===== src/rtl/onehot_grant_decoder.sv =====
// rtl/onehot_grant_decoder.sv - encoded index to held one-hot grant with ack/timeout release
// Optional macro ONEHOT_GRANT_B2B_EN: accept the next index in the ack-release cycle.
module onehot_grant_decoder #(
  parameter int WIDTH      = 8,
  parameter int ADDR_WIDTH = $clog2(WIDTH),
  parameter int TIMEOUT    = 16
) (
  input  logic                  clk,
  input  logic                  rst,
  input  logic                  in_valid,
  input  logic [ADDR_WIDTH-1:0] in_enc,
  output logic                  in_ready,
  output logic [WIDTH-1:0]      grant,
  input  logic [WIDTH-1:0]      ack,
  output logic                  busy,
  output logic [ADDR_WIDTH-1:0] cur_idx,
  output logic                  done,
  output logic                  timeout,
  output logic                  err
);

  localparam logic [0:0] IDLE  = 1'b0;
  localparam logic [0:0] GRANT = 1'b1;

  localparam int TW      = (TIMEOUT > 0) ? $clog2(TIMEOUT + 1) : 1;
  localparam int TLAST_I = (TIMEOUT > 0) ? TIMEOUT - 1 : 0;
  localparam logic [TW-1:0] TLAST = TLAST_I[TW-1:0];
  localparam logic [TW-1:0] TMAX  = '1;
  localparam logic [ADDR_WIDTH:0] WIDTH_L = WIDTH[ADDR_WIDTH:0];
  localparam logic [WIDTH-1:0] ONE = {{(WIDTH-1){1'b0}}, 1'b1};

  logic [0:0]    state;
  logic [TW-1:0] timer;
  logic          ack_hit;
  logic          in_range;
  logic          xfer;

  // grant is one-hot on cur_idx while held, so masking ack selects ack[cur_idx]
  assign ack_hit  = (state == GRANT) && ((ack & grant) != '0);
  assign in_range = ({1'b0, in_enc} < WIDTH_L);
  assign busy     = (state == GRANT);
  assign xfer     = in_valid && in_ready;

  always_comb begin
    in_ready = 1'b0;
    if (!rst) begin
      if (state == IDLE) begin
        in_ready = 1'b1;
      end else begin
`ifdef ONEHOT_GRANT_B2B_EN
        in_ready = ack_hit;
`else
        in_ready = 1'b0;
`endif
      end
    end
  end

  always_ff @(posedge clk) begin
    if (rst) begin
      state   <= IDLE;
      grant   <= '0;
      cur_idx <= '0;
      timer   <= '0;
      done    <= 1'b0;
      timeout <= 1'b0;
      err     <= 1'b0;
    end else begin
      done    <= 1'b0;
      timeout <= 1'b0;
      err     <= 1'b0;
      if (state == GRANT) begin
        if (ack_hit || ((TIMEOUT != 0) && (timer == TLAST))) begin
          state   <= IDLE;
          grant   <= '0;
          cur_idx <= '0;
          timer   <= '0;
          done    <= ack_hit;
          timeout <= !ack_hit;
        end else if (timer != TMAX) begin
          timer <= timer + 1'b1;
        end
      end
      // a transfer in GRANT only happens in the ack-release cycle, so it overrides the release
      if (xfer) begin
        if (in_range) begin
          state   <= GRANT;
          grant   <= ONE << in_enc;
          cur_idx <= in_enc;
          timer   <= '0;
        end else begin
          err <= 1'b1;
        end
      end
    end
  end

endmodule


===== config.mk =====
export PLATFORM = sky130hd
export DESIGN_NAME = onehot_grant_decoder
export DESIGN_NICKNAME = d
export VERILOG_FILES = /design/src/rtl/onehot_grant_decoder.sv
export SDC_FILE = /design/constraint.sdc
export NUM_CORES = 1
export LEC_CHECK = 0
export ABC_AREA = 1
export CAP_MARGIN = 20
export CORE_ASPECT_RATIO = 1.75
export CORE_MARGIN = 1
export CORE_UTILIZATION = 30
export CTS_CLUSTER_DIAMETER = 120
export DETAILED_ROUTE_END_ITERATION = 8
export PLACE_DENSITY_LB_ADDON = 0.12
export SLEW_MARGIN = 20
export SYNTH_ARGS = -nofsm -noshare
export SYNTH_HDL_FRONTEND = slang
export SYNTH_SLANG_ARGS = --single-unit
export TNS_END_PERCENT = 1

===== constraint.sdc =====
create_clock -name clk -period 4.4 [get_ports clk]
set_input_delay 0.44 -clock clk [delete_from_list [all_inputs] [get_ports clk]]
set_output_delay 0.44 -clock clk [all_outputs]
set_load 0.1 [all_outputs]

* After elaboration in Yosys (flattened, before gate mapping) *
Index checks and enable logic that the tools add are counted.
W data, S select, Z words.

cells by class
  add/sub/neg operators = 1
  eq/ne operators = 2
  shifts and indexed selects = 1
  mux-type cells = 13
  bitwise logic cells = 3
  reductions and logical operators = 12

operator list
  cell                   number
  $mux W8                3
  $mux W5                2
  $mux W3                3
  $and A8 B8 Y8          1
  $reduce_bool A8 Y1     1
  $shl A1 B3 Y8 const A  1
  $reduce_bool A2 Y1     3
  $add A5 B1 Y5 const B  1
  $eq A5 B4 Y1 const B   1
  $mux W1                5
  $ne A5 B5 Y1 const B   1
  $reduce_and A2 Y1      2
  $reduce_or A3 Y1       1
  $logic_and A1 B1 Y1    2
  $not A1 Y1             2
  $reduce_or A2 Y1       1
  $logic_not A1 Y1       1
  $logic_or A1 B1 Y1     1

word-level totals
  register bits = 19
  bits of input ports = 14
  output and inout bits = 16
  word-level logic and storage cells = 38

* Logic depth before layout (Yosys ltp) *
Gate-level depths: netlist (run 1).

  word-level depth = 7
  depth in mapped cells = 9
  gate-level depth less buffers = 9

* Worst setup path after synthesis (run 1) *
OpenSTA, ideal clock, no wires.

  kind = register -> register
  start point = register state, in the netlist busy
  end point = register grant[4]
  library setup time = 0.070 ns
  arrival = 2.940 ns
  required time = 4.330 ns
  setup slack = 1.389 ns
  stages on the path, launching flop included = 8
  buffers on the path = 0
  cell sequence = dfxtp_1 -> nor2_1 -> nand2_1 -> inv_1 -> nand2_1 -> inv_1 -> nand2_1 -> a21oi_1

on the way
  cells in the longest elaborated chain, start to end = 5
  elaborated cells between the ends (all ways) = 9
  classes of those cells = mux (3); reduce/logical (6)

RTL lines
  element                       line  RTL
  start: declaration            32    logic [0:0] state;
  start signal: assignment      61    state <= IDLE;
  start signal: assignment      74    state <= IDLE;
  start signal: assignment      87    state <= GRANT;
  $mux W1 (*)                   47    if (state == IDLE) begin
  $mux W1 (*)                   46    if (!rst) begin
  named net in_ready            12    output logic in_ready,
  $logic_and A1 B1 Y1 (*)       42    assign xfer = in_valid && in_ready;
  $reduce_bool A2 Y1 (no line)  --
  $reduce_and A2 Y1 (no line)   --
  end signal: assignment        88    grant <= ONE << in_enc;
  end: declaration              13    output logic [WIDTH-1:0] grant,

The timed path passes the listed nets; every way through them passes the cells marked *.
A chain may end at the register's enable or synchronous reset.

* Worst setup path in the final report (run 1) *
  start point = input rst
  end point = output in_ready

on the way
  cells in the longest elaborated chain, start to end = 1

RTL lines
  element             line  RTL
  start: declaration  9     input logic rst,
  $mux W1             46
  end: declaration    12

Every way passes these cells.

==> metrics, run 1 <==
hpwl dp 1681 um; Final ANT Viol Nets 0; crit path kind in2out; reg-to-reg critical path startpoint timer[0]; post_cts resized 0; vias in the first global route 830; pwr dens 318.9 nW/um^2; Setup TNS 0 ns; clock-pin slew on the worst setup and hold paths 0.07 ns; Slew Limit Headroom 34.49%; Num CTS Buffers 3; die outline height 75.39 um; required time of the worst setup path 3.96 ns; synth warn 0; CTS Hold Buffers Added 0; initial antenna violation count 0; post-synthesis sequential area ratio 41.19%; CTS H-Tree Depth 1; Initial Util 31.54%; drt pass-1 iters 4; Max VDD drop 128.9 uV; Max Cap Viol 0; gr usage total 14.13%; CP arrival 2.50 ns; share of cells above drive strength 1 4.459%; total placed cells including tap cells 181; worst slew pin tran 0.9797 ns; root buf cell clkbuf_8; synth top area cells dfxtp_1 41%, nand2_1 13%, nand3_1 8.7%, a21oi_1 7.6%, nor2_1 6.1%; final non-filler cell total 185; Slew Viols, Final 0; WL per Instance 11.65 um; number of buffers added on ports 28; critical path capture point type output pin; CTS tree done; initial drt markers 25; Clock Sinks 19; FP Rows 26; total core area 2928 um^2; Hold Vio Cnt, Final 0; fin crit period 2.941 ns; n_diodes 0; most frequent cells after synthesis 31 x nand2_1, 19 x dfxtp_1, 16 x nand3_1, 15 x nor2_1; Placer Congestion 0.7750; Vias/cell 4.849; post-layout util 42.82%; I/O pins 30; run status finished clean; Setup Skew 0.001447 ns; top cell type by total area after synthesis dfxtp_1; met2 Use GR 27.20%; Hold WC Path Type reg2reg; Synth Area per Inst 7.158 um^2; top-area cell type share of the netlist area 41.19%; full die area 3313 um^2; Top Usage Layer GRT met2; Top FF cell, synth dfxtp_1; Max Clock Freq 340.1 MHz; GR Overflow Total 0; fin worst setup slack 1.459 ns; via count 897; EDFF count, synth 0; width of the die 43.94 um; met1 usage 14.16%; Setup crit start kind input port; unrepaired setup endpoints after global routing false; Final Cycle Share 66.83%; first-pass GRT wire length 3477 um; drt drc 0; area post-placement 1209 um^2; Leak 0.5155 nW; met3 Use GR 2.370%; drt total wl 2155 um; post-synthesis instance area 923.4 um^2; asr flop ratio synth 0%; Syn Nets 146; crit-path max FO 15; CTS Buffer Depth 2; Nets 175; endpoints failing setup 0; Min-Delay Startpoint cur_idx[1]; Gate Count Post-Synth 129; Worst-Skew Late Latency 0.25 ns; register bit total from synthesis 19; Area growth syn-to-layout 35.77%; largest net degree at the start of global routing 17; Design Area, Final 1254 um^2; postcts setup bufs 0; crit path launch rst; cell with the most instances after synthesis nand2_1; pre-CTS WS 1.453 ns; Netlist cell types 20
==> cell type report <==
cell class                 instances  area [um^2]
multi-input combinational         92        460.4
sequential                        19        380.4
clock buffer                       4        45.04
timing repair buffer              28        280.3
inverter                          14        52.55
tap                               28        35.03
fill                             319         1674
==> worst paths after layout <==
check | slack [ns] | cells past startpoint | end
worst max-delay path | 1.46 | 3 | in_ready
worst min-delay path | 0.48 | 2 | cur_idx[1]
worst max register to register | 2.74 | 8 | timer[2]
worst min register to register | 0.48 | 2 | cur_idx[1]
==> routing by layer <==
metal,up-vias,wire [um]
met5,-,0
met4,0,43
met3,4,85
met2,20,1202
met1,405,823
li1,468,-
==> flip-flops by register name, indices dropped and copies added (netlist names) <==
name,cells
timer,5
busy,1
done,1
timeout,1
grant,8
cur_idx,3
==> power breakdown <==
part	switching (mW)	internal, mW	total, mW
combinational	0.0641	0.0295	0.0936
clock	0.0575	0.0644	0.122
sequential	0.00584	0.179	0.184
==> cells by family after synthesis <==
group / after synthesis / synth area share (%)
compound gates: 16 / 10.16
flops: 19 / 41.19
buf+inv: 18 / 8.942
other cells: 1 / 0.4061
fa+ha+maj: 3 / 4.065
xor+xnor: 3 / 2.846
simple gates: 69 / 32.39
==> per-stage QoR <==
step                      hold WS, ns  power [mW]
after CTS                      0.4886      0.4042
after global routing           0.5036      0.4174
after detailed placement       0.4738      0.2824
after floorplan                0.4571      0.2554
after global placement         0.4711      0.2819
final                          0.4824      0.3999
==> cells in the final DEF, fill, tap and decap left out, types with 2 or more instances in the layout <==
master	Yosys	final
a21oi_1	14	14
clkbuf_8	0	3
clkdlybuf4s50_1	0	28
dfxtp_1	19	19
ha_1	3	3
inv_1	14	14
nand2_1	31	31
nand3_1	16	16
nand4_1	3	3
nor2_1	15	15
xnor2_1	2	2
==> critical path: stages <==
cell and delay, ns:
clkdlybuf4s50_1 0.66, nor2_1 0.24, clkdlybuf4s50_1 1.16
No activity file was read; power rests on OpenSTA's default activity.
==> inputs of run 2 (changes only) <==
==> constraint.sdc (replaced) <==
create_clock -name clk -period 2.8 [get_ports clk]
set_input_delay 0.28 -clock clk [delete_from_list [all_inputs] [get_ports clk]]
set_output_delay 0.28 -clock clk [all_outputs]
set_load 0.1 [all_outputs]
==> metrics, run 2 (same netlist as run 1, synthesis figures left out) <==
unrepaired setup endpoints after global routing false; Max VDD drop 283.5 uV; final non-filler cell total 186; crit-path max FO 5; number of buffers added on ports 28; first-pass GRT wire length 3636 um; GR Overflow Total 0; share of cells above drive strength 1 15.82%; R2R Setup Slk 1.15 ns; total core area 2928 um^2; Max Cap Viol 0; CTS Buffer Depth 2; full die area 3313 um^2; Hold Vio Cnt, Final 0; Vias/cell 4.774; Placer Congestion 0.8141; FP Rows 26; CTS Hold Buffers Added 0; drt total wl 2182 um; vias in the first global route 891; required time of the worst setup path 2.99 ns; reg-to-reg critical path startpoint timer[0]; Worst R2R End timer[2]; width of the die 43.94 um; Final Cycle Share 58.82%; fin worst setup slack 1.153 ns; n_diodes 0; Largest regs grant x8, timer x5, cur_idx x3; filler instances 325; run status finished clean; largest net degree at the start of global routing 17; CTS tree done; gr usage total 14.68%; via count 888; WL per Instance 11.73 um; largest register by flop count grant; drt drc 0; Hold WC Path Type reg2reg; endpoints failing setup 0; Clock Sinks 19; Nets 176; crit path kind reg2reg; Num CTS Buffers 3; Reg2Reg Depth 9; Final ANT Viol Nets 0; Leak 0.5517 nW; critical path capture point type flip-flop; postcts setup bufs 0; root buf cell clkbuf_8; pwr dens 508.6 nW/um^2; Setup crit start kind flip-flop; total placed cells including tap cells 182; Initial Util 31.54%; Slew Viols, Final 0; WHS Path Cells 2; Area growth syn-to-layout 32.93%; initial antenna violation count 0; CTS H-Tree Depth 1; die outline height 75.39 um; drt pass-1 iters 4; hpwl dp 1761 um; Hold EP cur_idx[1]; Largest register FFs 8; Worst-Skew Late Latency 0.25 ns; post-layout util 41.92%; fin crit period 1.647 ns; commonest non-fill, non-tap cells in the layout 31 x nand2_1, 19 x dfxtp_1, 16 x nand3_1, 16 x buf_4; Min-Delay Startpoint cur_idx[1]; I/O pins 30; Setup TNS 0 ns; CP arrival 1.84 ns; commonest non-fill, non-tap cell in the layout nand2_1; Max Clock Freq 607.1 MHz; clock-pin slew on the worst setup and hold paths 0.07 ns; pre-CTS WS 0.9093 ns; Setup Skew 0.001974 ns; initial drt markers 21; post_cts resized 0
==> run 2: area by class of cell <==
cell class	instances	area, um^2	area share [%]
well taps	28	35.03	2.854
repair buffers	29	250.2	20.39
inverters	14	52.55	4.281
clock inverters	1	5.005	0.4077
flip-flops and latches	19	380.4	30.99
multi-input cells	92	462.9	37.72
clock buffers	3	41.29	3.364
==> run 2: routing by layer <==
layer / vias to the layer above / track usage, % / wire length (um)
li1: 471 / - / -
met1: 405 / 13.93 / 843
met2: 10 / 30.18 / 1285
met3: 2 / 2.133 / 34
met4: 0 / 5.724 / 19
met5: - / 0 / 0
==> run 2: worst max path at each step <==
stage                        start  endpoint  slack [ns]
after global placement         rst  timer[0]        0.97
final                     timer[0]  timer[2]        1.15
after CTS                 timer[0]  timer[2]        1.14
after floorplan               busy  grant[4]        0.34
after global routing           rst  timer[0]         1.0
after detailed placement       rst  timer[0]        0.91
==> run 2: where the power goes <==
| part | total (mW) | switching (mW) | leakage (nW) | internal [mW] |
|---|---|---|---|---|
| clock network | 0.187 | 0.0884 | 0.0255 | 0.0987 |
| logic | 0.147 | 0.102 | 0.372 | 0.0450 |
| registers | 0.290 | 0.00954 | 0.154 | 0.281 |
| total | 0.624 | 0.200 | 0.552 | 0.424 |
==> run 2: metrics by stage <==
step | area [um^2] | hold slack [ns] | total power [mW]
floorplan | 925.9 | 0.3491 | 0.4018
global route | 1227 | 0.4964 | 0.6527
global placement | 1181 | 0.4726 | 0.4426
detailed placement | 1181 | 0.4718 | 0.4441
CTS | 1227 | 0.4832 | 0.6310
finish | 1227 | 0.4789 | 0.6243
==> run 2: worst max-delay path, cell delays in order, from the launching register on <==
cell,delay (ns)
dfxtp_1,0.34
ha_1,0.23
nand2_1,0.07
nor2_1,0.05
ha_1,0.20
nor2_1,0.32
inv_1,0.15
nand3_1,0.11
nand2_1,0.05
nor2_1,0.07
==> inputs of run 3 (changes only) <==
==> constraint.sdc (replaced) <==
create_clock -name clk -period 1.6 [get_ports clk]
set_input_delay 0.16 -clock clk [delete_from_list [all_inputs] [get_ports clk]]
set_output_delay 0.16 -clock clk [all_outputs]
set_load 0.1 [all_outputs]
==> metrics, run 3 (same netlist as run 1, synthesis figures left out) <==
run status finished clean; R2R Setup Slk 0.11 ns; WHS Path Cells 2; area post-placement 1455 um^2; Worst-Skew Late Latency 0.25 ns; largest net degree at the start of global routing 13; commonest non-fill, non-tap cell in the layout nand2_1; die outline height 75.39 um; clock power share 27.9%; Max Clock Freq 673.4 MHz; clock-pin slew on the worst setup and hold paths 0.07 ns; commonest non-fill, non-tap cells in the layout 30 x nand2_1, 16 x nand3_1, 16 x buf_12; Area growth syn-to-layout 64.91%; Slew Viols, Final 0; CTS tree done; reg-to-reg critical path startpoint timer[0]; final hold slack 0.4793 ns; Clock Sinks 19; Placer Congestion 0.8375; Design Area, Final 1523 um^2; required time of the worst setup path 1.75 ns; Hold Vio Cnt, Final 0; Num CTS Buffers 3; Final Cycle Share 92.82%; Largest regs grant x8, timer x5, cur_idx x3; net switching power 0.3602 mW; width of the die 43.94 um; full die area 3313 um^2; Reg power frac 44.6%; drt total wl 2246 um; total placed cells including tap cells 189; vias in the first global route 913; number of buffers added on ports 28; initial drt markers 9; postcts setup bufs 0; Hold EP timer[3]; root buf cell clkbuf_8; largest register by flop count grant; Vias/cell 4.802; Max VDD drop 531.3 uV; share of cells above drive strength 1 30.49%; Setup crit start kind flip-flop; CTS Hold Buffers Added 0; Setup TNS 0 ns; final non-filler cell total 192; via count 922; I/O pins 30; Worst R2R End timer[2]; drt pass-1 iters 4; GR Overflow Total 0; fin crit period 1.485 ns; Final ANT Viol Nets 0; first-pass GRT wire length 3698 um; Combinational Power Share 27.6%; crit path kind reg2reg; hpwl dp 1856 um; initial antenna violation count 0; Hold WC Path Type reg2reg; Switching Fraction 31.00%; total core area 2928 um^2; CTS Buffer Depth 2; CP arrival 1.63 ns; drt drc 0; n_diodes 0; FP Rows 26; Leak 0.6281 nW; CTS H-Tree Depth 1; unrepaired setup endpoints after global routing false; Nets 182; Int Power 0.8016 mW; post-layout util 52.01%; Largest register FFs 8; gr usage total 14.96%; WL per Instance 11.70 um; critical path capture point type flip-flop; Initial Util 31.54%; Reg2Reg Depth 9; Max Cap Viol 0; Min-Delay Startpoint timer[3]; crit-path max FO 6; pwr dens 763.0 nW/um^2; endpoints failing setup 0; Setup Skew 0.003680 ns
## run 3: worst max path at each step
stage	startpoint	endpoint	slack [ns]	cells past startpoint
floorplan	busy	cur_idx[0]	-0.03	5
global placement	ack[2]	timer[2]	0.06	10
detailed placement	timer[1]	timer[2]	0.05	10
CTS	timer[1]	timer[2]	0.04	10
global route	timer[0]	timer[2]	0.004	9
finish	timer[0]	timer[2]	0.11	9
## run 3: what timing repair did
item | in CTS | in global routing
endpoints found under the setup margin | 0 | 16
endpoints found under the hold margin | 0 | 0
resized for setup | 0 | 9
## run 3: layout make-up
cell class	instances	area, um^2
fillers	282	1405
multi-input cells	92	498.0
repair buffers	35	495.5
flip-flops and latches	19	396.6
inverters	14	52.55
clock buffers	4	45.04
well taps	28	35.03
## run 3: per-layer routing
| metal | up-vias | global-route usage (%) | routed length [um] |
|---|---|---|---|
| met3 | 6 | 2.133 | 57 |
| met5 | - | 0 | 0 |
| met2 | 19 | 30.02 | 1309 |
| met1 | 415 | 14.06 | 825 |
| li1 | 482 | - | - |
| met4 | 0 | 7.744 | 54 |
## run 3: per-stage QoR
stage          total power, mW  worst slack (ns)
2_1_floorplan           0.7085          -0.03343
5_1_grt                  1.213          0.004249
3_3_place_gp            0.8415           0.05757
4_1_cts                  1.162           0.04077
3_5_place_dp            0.8422           0.05006
6_report                 1.162            0.1149
## run 3: power by group through the flow
stage,combinational (mW),sequential (mW),clock [mW]
after floorplan,0.114,0.594,0
after global placement,0.316,0.525,0
after detailed placement,0.317,0.526,0
after CTS,0.317,0.515,0.330
after global routing,0.341,0.520,0.352
final,0.320,0.518,0.324
## run 3: worst max-delay path, cell delays in order (launching register included)
cell,delay (ns)
dfxtp_2,0.35
ha_4,0.14
nand2_1,0.06
nor2_2,0.16
ha_1,0.24
inv_1,0.13
nand2_1,0.11
nor2_1,0.04
nor2_1,0.10
nor2_1,0.05
